<file path="src/rtl/fle_pkg.sv">
// fle_pkg: lifecycle states and configuration bit-index helpers for the fracturable logic element
package fle_pkg;
  typedef enum logic [1:0] {CFG, INIT, RUN} fle_state_t;
  function automatic int nbits(input int k);
    return (1 << k) + 4;
  endfunction
  function automatic int frac_bit(input int k);
    return 1 << k;
  endfunction
  function automatic int byp0_bit(input int k);
    return (1 << k) + 1;
  endfunction
  function automatic int byp1_bit(input int k);
    return (1 << k) + 2;
  endfunction
  function automatic int init_bit(input int k);
    return (1 << k) + 3;
  endfunction
endpackage

</file>
<file path="src/rtl/fle_cfg_bank.sv">
// fle_cfg_bank: bl/wl memory-bank configuration store; FLE_READBACK_EN adds a registered readback port
module fle_cfg_bank #(
  parameter int NBITS = 68
) (
  input  logic             clk,
  input  logic             reset,
  input  logic             we,
  input  logic [0:NBITS-1] bl,
  input  logic [0:NBITS-1] wl,
`ifdef FLE_READBACK_EN
  input  logic [$clog2(NBITS)-1:0] rb_addr,
  output logic                     rb_data,
`endif
  output logic [0:NBITS-1] cfg
);
  always_ff @(posedge clk)
    if (reset) cfg <= '0;
    else if (we) cfg <= (cfg & ~wl) | (bl & wl);
`ifdef FLE_READBACK_EN
  localparam int AW = $clog2(NBITS);
  // Compare one bit wider so NBITS that is an exact power of two stays representable
  logic in_range;
  assign in_range = {1'b0, rb_addr} < (AW + 1)'(NBITS);
  always_ff @(posedge clk)
    if (reset) rb_data <= 1'b0;
    else rb_data <= in_range ? cfg[rb_addr] : 1'b0;
`endif
endmodule

</file>
<file path="src/rtl/fle_param_cfg.sv">
// fle_param_cfg: K-input fracturable LE with config lifecycle FSM and two output FFs; FLE_READBACK_EN enables config readback
module fle_param_cfg
  import fle_pkg::*;
#(
  parameter int K = 6,
  localparam int NBITS = nbits(K)
) (
  input  logic             clk,
  input  logic             reset,
  input  logic [0:K-1]     fle_in,
  input  logic             fle_en,
  input  logic [0:NBITS-1] bl,
  input  logic [0:NBITS-1] wl,
  input  logic             cfg_done,
`ifdef FLE_READBACK_EN
  input  logic [$clog2(NBITS)-1:0] rb_addr,
  output logic                     rb_data,
`endif
  output logic [0:1]       fle_out,
  output logic             cfg_ready
);
  localparam int LUTN = 1 << K;
  localparam int FRAC_B = frac_bit(K);
  localparam int BYP0_B = byp0_bit(K);
  localparam int BYP1_B = byp1_bit(K);
  localparam int INIT_B = init_bit(K);
  if (K < 2 || K > 8) begin : g_bad_k
    $error("fle_param_cfg: K must be in 2..8");
  end
  fle_state_t state;
  logic [0:NBITS-1] cfg;
  logic [0:LUTN-1] lut;
  logic [K-1:0] idx, idx_a, idx_b;
  logic comb_a, comb_b, ff_a, ff_b, run;
  fle_cfg_bank #(.NBITS(NBITS)) u_bank (
    .clk    (clk),
    .reset  (reset),
    .we     (state == CFG),
`ifdef FLE_READBACK_EN
    .rb_addr(rb_addr),
    .rb_data(rb_data),
`endif
    .bl     (bl),
    .wl     (wl),
    .cfg    (cfg)
  );
  assign lut = cfg[0:LUTN-1];
  always_comb begin
    idx = '0;
    for (int i = 0; i < K; i++) idx[i] = fle_in[i];
  end
  // Fractured mode splits the table into halves selected by the top index bit
  assign idx_a = cfg[FRAC_B] ? {1'b0, idx[K-2:0]} : idx;
  assign idx_b = {1'b1, idx[K-2:0]};
  assign comb_a = lut[idx_a];
  assign comb_b = cfg[FRAC_B] ? lut[idx_b] : comb_a;
  assign run = state == RUN;
  assign fle_out[0] = run & (cfg[BYP0_B] ? comb_a : ff_a);
  assign fle_out[1] = run & (cfg[BYP1_B] ? comb_b : ff_b);
  always_ff @(posedge clk)
    if (reset) begin
      state <= CFG;
      ff_a <= 1'b0;
      ff_b <= 1'b0;
      cfg_ready <= 1'b0;
    end else
      case (state)
        CFG: if (cfg_done) state <= INIT;
        INIT: begin
          state <= RUN;
          ff_a <= cfg[INIT_B];
          ff_b <= cfg[INIT_B];
          cfg_ready <= 1'b1;
        end
        RUN: if (fle_en) begin
          ff_a <= comb_a;
          ff_b <= comb_b;
        end
        default: state <= CFG;
      endcase
endmodule

</file>
<file path="config.mk">
export PLATFORM = sky130hd
export DESIGN_NAME = fle_param_cfg
export DESIGN_NICKNAME = d
export VERILOG_FILES = /design/src/rtl/fle_pkg.sv /design/src/rtl/fle_cfg_bank.sv /design/src/rtl/fle_param_cfg.sv
export SDC_FILE = /design/constraint.sdc
export NUM_CORES = 1
export LEC_CHECK = 0
export BUFFER_PORTS_ARGS = -buffer_cell sky130_fd_sc_hd__buf_4
export CELL_PAD_IN_SITES_DETAIL_PLACEMENT = 1
export CELL_PAD_IN_SITES_GLOBAL_PLACEMENT = 2
export CORE_ASPECT_RATIO = 2
export CORE_MARGIN = 5
export CORE_UTILIZATION = 25
export DETAILED_ROUTE_END_ITERATION = 6
export PLACE_DENSITY_LB_ADDON = 0.1
export SYNTH_ARGS = -nofsm -noshare
export SYNTH_HDL_FRONTEND = slang
export SYNTH_SLANG_ARGS = --single-unit
export TNS_END_PERCENT = 20
</file>
<file path="constraint.sdc">
create_clock -name clk -period 2.1 [get_ports clk]
set_clock_uncertainty 0.2 [all_clocks]
set_input_delay 0.42 -clock clk [delete_from_list [all_inputs] [get_ports clk]]
set_output_delay 0.42 -clock clk [all_outputs]
set_load 0.01 [all_outputs]
</file>
### After elaboration in Yosys (flattened, before gate mapping)

Index checks and enable logic that the tools add are counted.

| storage, ports and cells | value |
|---|---|
| output and inout bits | 3 |
| logic and storage cells | 40 |
| bits of input ports | 146 |
| register bits | 73 |

| operators by class | value |
|---|---|
| equal/unequal tests | 4 |
| magnitude comparators | 2 |
| bitwise gates (word level) | 9 |
| reduce and logical (&&, ||, !) cells | 4 |
| muxes and demuxes | 16 |

Operators with widths:

| cell | number |
|---|---|
| bitwise AND 68 bit | 2 |
| NOT 68 bit | 1 |
| OR 68 bit | 1 |
| >= comparator 7 bit, second input constant | 2 |
| NOT 6 -> 7 bit | 2 |
| binary-select mux 1 bit (select 6 bit) | 2 |
| 2-to-1 mux 1 bit | 9 |
| 2-to-1 mux 6 bit | 1 |
| one-hot mux 2 bit (3 select lines) | 1 |
| != test 2 bit, second input constant | 2 |
| one-hot mux 1 bit (2 select lines) | 2 |
| AND reduction 2 bit | 2 |
| bitwise AND 1 bit | 2 |
| equality test 2 x 1 -> 1 bit, second input constant | 1 |
| equality test 2 bit, second input constant | 1 |
| logical NOT 2 bit | 1 |
| 2-to-1 mux 2 bit | 1 |
| nonzero test 2 bit | 1 |
| NOT 1 bit | 1 |

### Depth between registers and ports, before layout

Gate-level depths: netlist of run 1.

| logic depth | value |
|---|---|
| word-level depth | 8 |
| depth in mapped cells | 8 |
| depth with buffers taken out | 6 |

### Modules after synthesis

From an unflattened synthesis of run 1, not the netlist that was laid out.

| second synthesis, totals | value |
|---|---|
| cells, all modules | 411 |
| area total of the unflattened synthesis | 4211.5 um^2 |

Modules (own cells, without submodules):

| module | seq. area each (um^2) | cells each | times used | area an instance (um^2) |
|---|---|---|---|---|
| fle_cfg_bank | 1361.3 | 295 | 1 | 3274.4 |
| fle_param_cfg | 100.1 | 116 | 1 | 937.1 |

### Least setup slack after synthesis of run 1

No wires, ideal clock.

| timing | value |
|---|---|
| path kind | input-to-output |
| start point | input fle_in[1] (netlist bit) |
| end point | output fle_out[0] (netlist bit) |
| arrival | 1548 ps |
| path slack | -68 ps |
| required time | 1480 ps |
| stages | 8 |
| path through | buf_6 -> buf_12 -> mux2i_1 -> a22oi_1 -> nand2_1 -> o21ai_1 -> nor2_1 -> o211ai_1 |

| between the ends | value |
|---|---|
| cells in the longest elaborated chain, start to end | 7 |

Ends and longest elaborated chain:

| what | line | RTL |
|---|---|---|
| start, declared | fle_param_cfg.sv:10 | `input logic [0:K-1] fle_in,` |
| 2-to-1 mux 6 bit | fle_param_cfg.sv:53 | `assign idx_a = cfg[FRAC_B] ? {1'b0, idx[K-2:0]} : idx;` |
| NOT 6 -> 7 bit (implied by the code) | fle_param_cfg.sv:55 | `assign comb_a = lut[idx_a];` |
| binary-select mux 1 bit (select 6 bit) | fle_param_cfg.sv:55 |  |
| 2-to-1 mux 1 bit (implied by the code) (2 in a row) | fle_param_cfg.sv:55 |  |
| 2-to-1 mux 1 bit | fle_param_cfg.sv:58 | `assign fle_out[0] = run & (cfg[BYP0_B] ? comb_a : ff_a);` |
| bitwise AND 1 bit | fle_param_cfg.sv:58 |  |
| end, declared | fle_param_cfg.sv:19 | `output logic [0:1] fle_out,` |

No other way between the ends. The select of a mux whose other input is x is not followed.

### Worst setup path after layout of run 1

Same ends and word-level chain as after synthesis.

==> run metrics, run 1 <==
outcome=complete, but fails checks; failing checks=negative setup slack; Min-Delay Path Class=in2reg; first-pass GRT wire length=19,750 µm; wire per inst=15.03 µm; Worst path depth=10; slowest cell delay on critical path=between 200 and 250 ps; CTS Root Buffer Type=clkbuf_16; # port buffers=148; TritonCTS buffer count=9; RSZ-0062 raised after global routing=yes; clock sink count=73; Synth Area per Inst=roughly 7.5 µm²; DRC=0; DIE HEIGHT=179.3 µm; part of the cycle the worst path needs=1.157; reg-to-reg slack, setup=420 ps; hold_buf cts=0; clk buf depth=2; P&R area growth vs syn=52.41%; Initial Utilization=0.2524; total routed wirelength=between 10,000 and 15,000 µm; most frequent cell after synthesis=nand2_1; register area share after synthesis=0.4078; crit path capture=fle_out[0]; crit path cell chain=buf_12 -> buf_12 -> mux2i_1 -> a22oi_1 -> nand2_1 -> o22ai_2 -> nor2_1 -> o211ai_1 -> buf_4 -> buf_6; CP max FO=8; TritonCTS clock tree=done; syn_nets=about 620; crit path DAT=roughly 1800 ps; Worst Setup Path Type=in2out; synth cell count leaders=nand2_1 (145), dfxtp_1 (73), a21oi_1 (69), nand3_1 (69), mux2i_1 (32); Core Area=~14,000 µm²; Reg2Reg Depth=8; final slew viol count=0; slew margin rel.=0.6495; Pre-Repair DR Iteration Count=4; CP delay by family, top=compound AO/OA/AOI/OAI gates; IO Pins=about 150; Final Cell Area=about 5500 µm²; dominant synthesized flop cell=dfxtp_1; DIE AREA=16,970 µm²; synthesized instance count=approximately 480; largest net degree at the start of global routing=83; Final Setup Violations=2; FMAX=around 410 MHz; vias in the first global route=4,063; Worst Tran Pin Value=approximately 530 ps; FP Rows=a little over 60; die width=between 90 and 100 µm; Worst Setup SP=fle_in[1]; Final ANT Viol Nets=0; final net count=between 700 and 800; layout cell share with drive strength beyond 1=0.3255; most frequent CP cell=buf_12; count of different cell masters after synthesis=30; DRT iter0 DRCs=73; number of max-cap violations=0; routed vias/inst=between 4 and 5; share of the synthesized area in the top cell type=0.4078; Final min period=around 2400 ps; DP Wirelength=9813 µm; initial antenna violation count=0; placer congestion estimate=roughly 0.73; RR Endpoint=ff_a$_SDFFE_PP0P_; DR vias=3,817; GRT Total Usage=0.1509; Buffers & Inverters on Critical Path=4; final worst setup slack=-329.2 ps; biggest area consumer among synthesized cells=dfxtp_1; Crit-path slowest cell=o22ai_2; HP Start=reset; number of synthesized flops with an enable pin=0; ant diodes=0; worst skew pair latency=330 ps; Lkg Pwr=about 2.4 nW; total gr overflow=0; CP Capture Type=output pin; setup_tns=-627.7 ps; synth top area cells=dfxtp_1 (41%), nand2_1 (15%), a21oi_1 (9.6%); final count of hold timing violations=0; ys async rst share=0; worst endpoint required time=roughly 1500 ps; Placement Cell Area=roughly 5000 µm²; H-tree levels=3; startpoint class of the critical path=input port; Synth Cell Area=around 3600 µm²; Cell Pwr Density=around 730 nW/µm²; maximum VDD drop=383.0 µV; clock-pin slew on the worst setup and hold paths=60 ps; Yosys reg bits=73; Syn. warnings=0
## cell usage in the layout (no fill, tap or decap), drive strengths merged, types with 4 or more instances in the layout
cell | netlist | layout
nand2 | 145 | 145
dfxtp | 73 | 73
a21oi | 69 | 69
nand3 | 69 | 69
buf | 10 | 176
o211ai | 4 | 4
a22oi | 16 | 16
mux2i | 32 | 32
nor2b | 5 | 5
nor2 | 9 | 9
clkbuf | 20 | 10
o21ai | 4 | 4
nand2b | 5 | 5
## final cells by class
cell class              instances  area [µm²]
fillers                      1765        8735
multi-input cells             375        2017
flip-flops and latches         73        1463
repair buffers                176        1423
well taps                     192       240.2
clock buffers                  10       239.0
clock inverters                 5       80.08
## routing by layer
metal	up-vias	GRT usage	share of wire
met5	-	0	0
met4	0	0.05904	0.020
met3	11	0.03738	0.058
met2	96	0.2695	0.52
met1	1743	0.1688	0.40
li1	1967	-	-
## worst min-delay path by stage
stage               cells past startpoint  slack, ps         to
floorplan                               2        240  flip-flop
finish                                  2        120  flip-flop
CTS                                     2        110  flip-flop
global route                            2        130  flip-flop
global placement                        2        240  flip-flop
detailed placement                      2        250  flip-flop
## stage by stage
stage                     std cells    util  power, mW  worst slack (ps)  hold WS, ps
after global placement          813  0.3528      2.331            -781.8        244.1
after CTS                       831  0.3841      4.046            -346.8        111.1
after floorplan                 478       -      1.946            -40.20        235.7
after detailed placement        813  0.3528      2.339            -739.5        249.1
after global routing            831  0.3847      4.192            -473.2        128.9
final                           831  0.3847      3.972            -329.2        122.7
## cell families after synthesis
kind of cell / synth area share
flip-flops: 0.4078
AO/OA/AOI/OAI: 0.1662
AND/OR/NAND/NOR: 0.2912
multiplexers: 0.08939
buffers and inverters: 0.04539
## power breakdown
group | internal [mW] | leakage, nW | switching, mW | total [mW]
logic | 0.405 | 1.67 | 0.368 | 0.773
clock network | 1.06 | 0.151 | 0.587 | 1.65
registers | 1.48 | 0.600 | 0.0665 | 1.55
## repair_timing
item / in CTS / in global routing
endpoints found under the setup margin: 2 / 2
resized for setup: 18 / 3
cloned: 2 / 0
pin swaps: 15 / 0
buffers inserted: 1 / 0
(Power assumes the default switching activity.)
==> run 2: changes to the inputs <==
--- a/config.mk
+++ b/config.mk
@@ -13,6 +13,7 @@
 export CORE_UTILIZATION = 25
 export DETAILED_ROUTE_END_ITERATION = 6
 export PLACE_DENSITY_LB_ADDON = 0.1
+export REMOVE_ABC_BUFFERS = 1
 export SYNTH_ARGS = -nofsm -noshare
 export SYNTH_HDL_FRONTEND = slang
 export SYNTH_SLANG_ARGS = --single-unit
==> run 2 against run 1 <==
  * The flow still finishes with violations (negative setup slack)
  * Sequential power about the same
  * Power down 3.4%
  * Die area unchanged
  * Critical path depth down 2
  * Non-clock buffer count down 6
  * Core utilization down 0.097 points
  * Routed wire length down 1.4%
  * Combinational power up 3.1%
  * Register-to-register slack worse by 40 ps
==> run metrics, run 2 (same netlist as run 1, synthesis figures left out) <==
total routed wirelength=around 12,000 µm; Final min period=2462 ps; setup_tns=-715.4 ps; TritonCTS buffer count=9; Sequential Power Share=0.403; most common cell after layout, fill and taps aside=buf_4; FMAX=406.2 MHz; first-pass GRT wire length=just under 20,000 µm; CTS Root Buffer Type=clkbuf_16; GRT Total Usage=0.1487; Min-Delay Path Class=in2reg; hold slack=approximately 140 ps; clock sink count=73; Final ANT Viol Nets=0; H-tree levels=3; crit path DAT=about 1800 ps; Final Setup Violations=2; reg-to-reg slack, setup=about 380 ps; clock-pin slew on the worst setup and hold paths=roughly 60 ps; Lkg Pwr=approximately 2.4 nW; routed vias/inst=4.560; initial antenna violation count=0; FP Rows=62; Worst Tran Pin Value=around 420 ps; clk buf depth=2; number of max-cap violations=0; worst skew pair latency=roughly 330 ps; final count of hold timing violations=0; final slew viol count=0; CP Capture Type=output pin; final worst setup slack=-361.6 ps; RR Endpoint=ff_a$_SDFFE_PP0P_; Power Internal=between 2 and 3 mW; switching share of total power=0.2685; DRT iter0 DRCs=85; clock group share of total power=0.389; final net count=approximately 780; ant diodes=0; wire per inst=14.92 µm; layout cell share with drive strength beyond 1=0.3270; IO Pins=about 150; die width=roughly 95 µm; largest net degree at the start of global routing=60; DIE AREA=about 17,000 µm²; slew margin rel.=0.7225; crit path capture=fle_out[0]; Initial Utilization=0.2524; failing checks=negative setup slack; DP Wirelength=about 10000 µm; part of the cycle the worst path needs=1.172; RSZ-0062 raised after global routing=yes; worst endpoint required time=~1500 ps; # port buffers=between 100 and 150; maximum VDD drop=approximately 380 µV; Cell Pwr Density=roughly 700 nW/µm²; Pre-Repair DR Iteration Count=4; Comb pwr share=0.208; vias in the first global route=3,966; DR vias=around 3.8k; placer congestion estimate=about 0.76; P&R area growth vs syn=52.02%; outcome=complete, but fails checks; commonest cells after routing, fill and taps aside=buf_4 (163), nand2_1 (145), dfxtp_1 (71); total gr overflow=0; cell depth of the worst min-delay path=3; Worst Setup Path Type=reg2out; P_sw=about 1.0 mW; DIE HEIGHT=between 150 and 200 µm; Reg2Reg Depth=8; TritonCTS clock tree=done; Post-Place Worst Slack=-517.9 ps; DRC=0; startpoint class of the critical path=flip-flop; Core Area=14,200 µm²; CP max FO=4
-- run 2: critical path, stage by stage, from the launching register on --
cell and delay (ps):
dfxtp_1 320, mux2i_1 70, buf_4 150, a22oi_1 220, nand4_1 180, o21ai_4 120
o2111ai_1 150, o211ai_1 140, buf_4 160
-- run 2: power by group through the flow --
stage | sequential (mW) | clock [mW] | combinational, mW
3_3_place_gp | 1.57 | 0 | 0.750
6_report | 1.55 | 1.49 | 0.797
2_1_floorplan | 1.55 | 0 | 0.357
3_5_place_dp | 1.57 | 0 | 0.761
4_1_cts | 1.55 | 1.55 | 0.794
5_1_grt | 1.56 | 1.60 | 0.892
-- run 2: layout make-up --
cell class | count | area, µm²
fillers | 1808 | 8748
well taps | 192 | 240.2
clock inverters | 5 | 57.56
repair buffers | 170 | 1379
flip-flops and latches | 73 | 1464
multi-input cells | 375 | 2078
clock buffers | 10 | 229.0
-- run 2: worst min-delay path by stage --
stage               from         to  slack, ps
3_5_place_dp   flip-flop  flip-flop        250
2_1_floorplan  flip-flop  flip-flop        230
6_report          bl[16]  flip-flop        140
5_1_grt           bl[24]  flip-flop        140
3_3_place_gp   flip-flop  flip-flop        240
4_1_cts           bl[24]  flip-flop        140
-- run 2: what timing repair did --
action / in CTS / in global routing
pin swaps: 15 / 13
gates cloned: 2 / 0
hold buffers: 0 / 0
resized for setup: 17 / 16
setup endpoints to repair: 2 / 2
hold endpoints to repair: 0 / 0
buffers inserted: 1 / 0
-- run 2: layer usage --
layer	vias up	part of all wire	global-route usage
met3	8	0.065	0.03654
met2	100	0.51	0.2577
met4	0	0.014	0.04699
met5	-	0	0
met1	1690	0.41	0.1783
li1	1964	-	-
-- run 2: metrics by stage --
| step | utilization | area, µm² | std cells | total power [mW] |
|---|---|---|---|---|
| global route | 0.3837 | 5448 | 825 | 4.047 |
| detailed placement | 0.3494 | 4960 | 807 | 2.334 |
| CTS | 0.3788 | 5378 | 825 | 3.894 |
| global placement | 0.3494 | 4960 | 807 | 2.323 |
| finish | 0.3837 | 5448 | 825 | 3.838 |
| floorplan | - | 3421 | 448 | 1.906 |
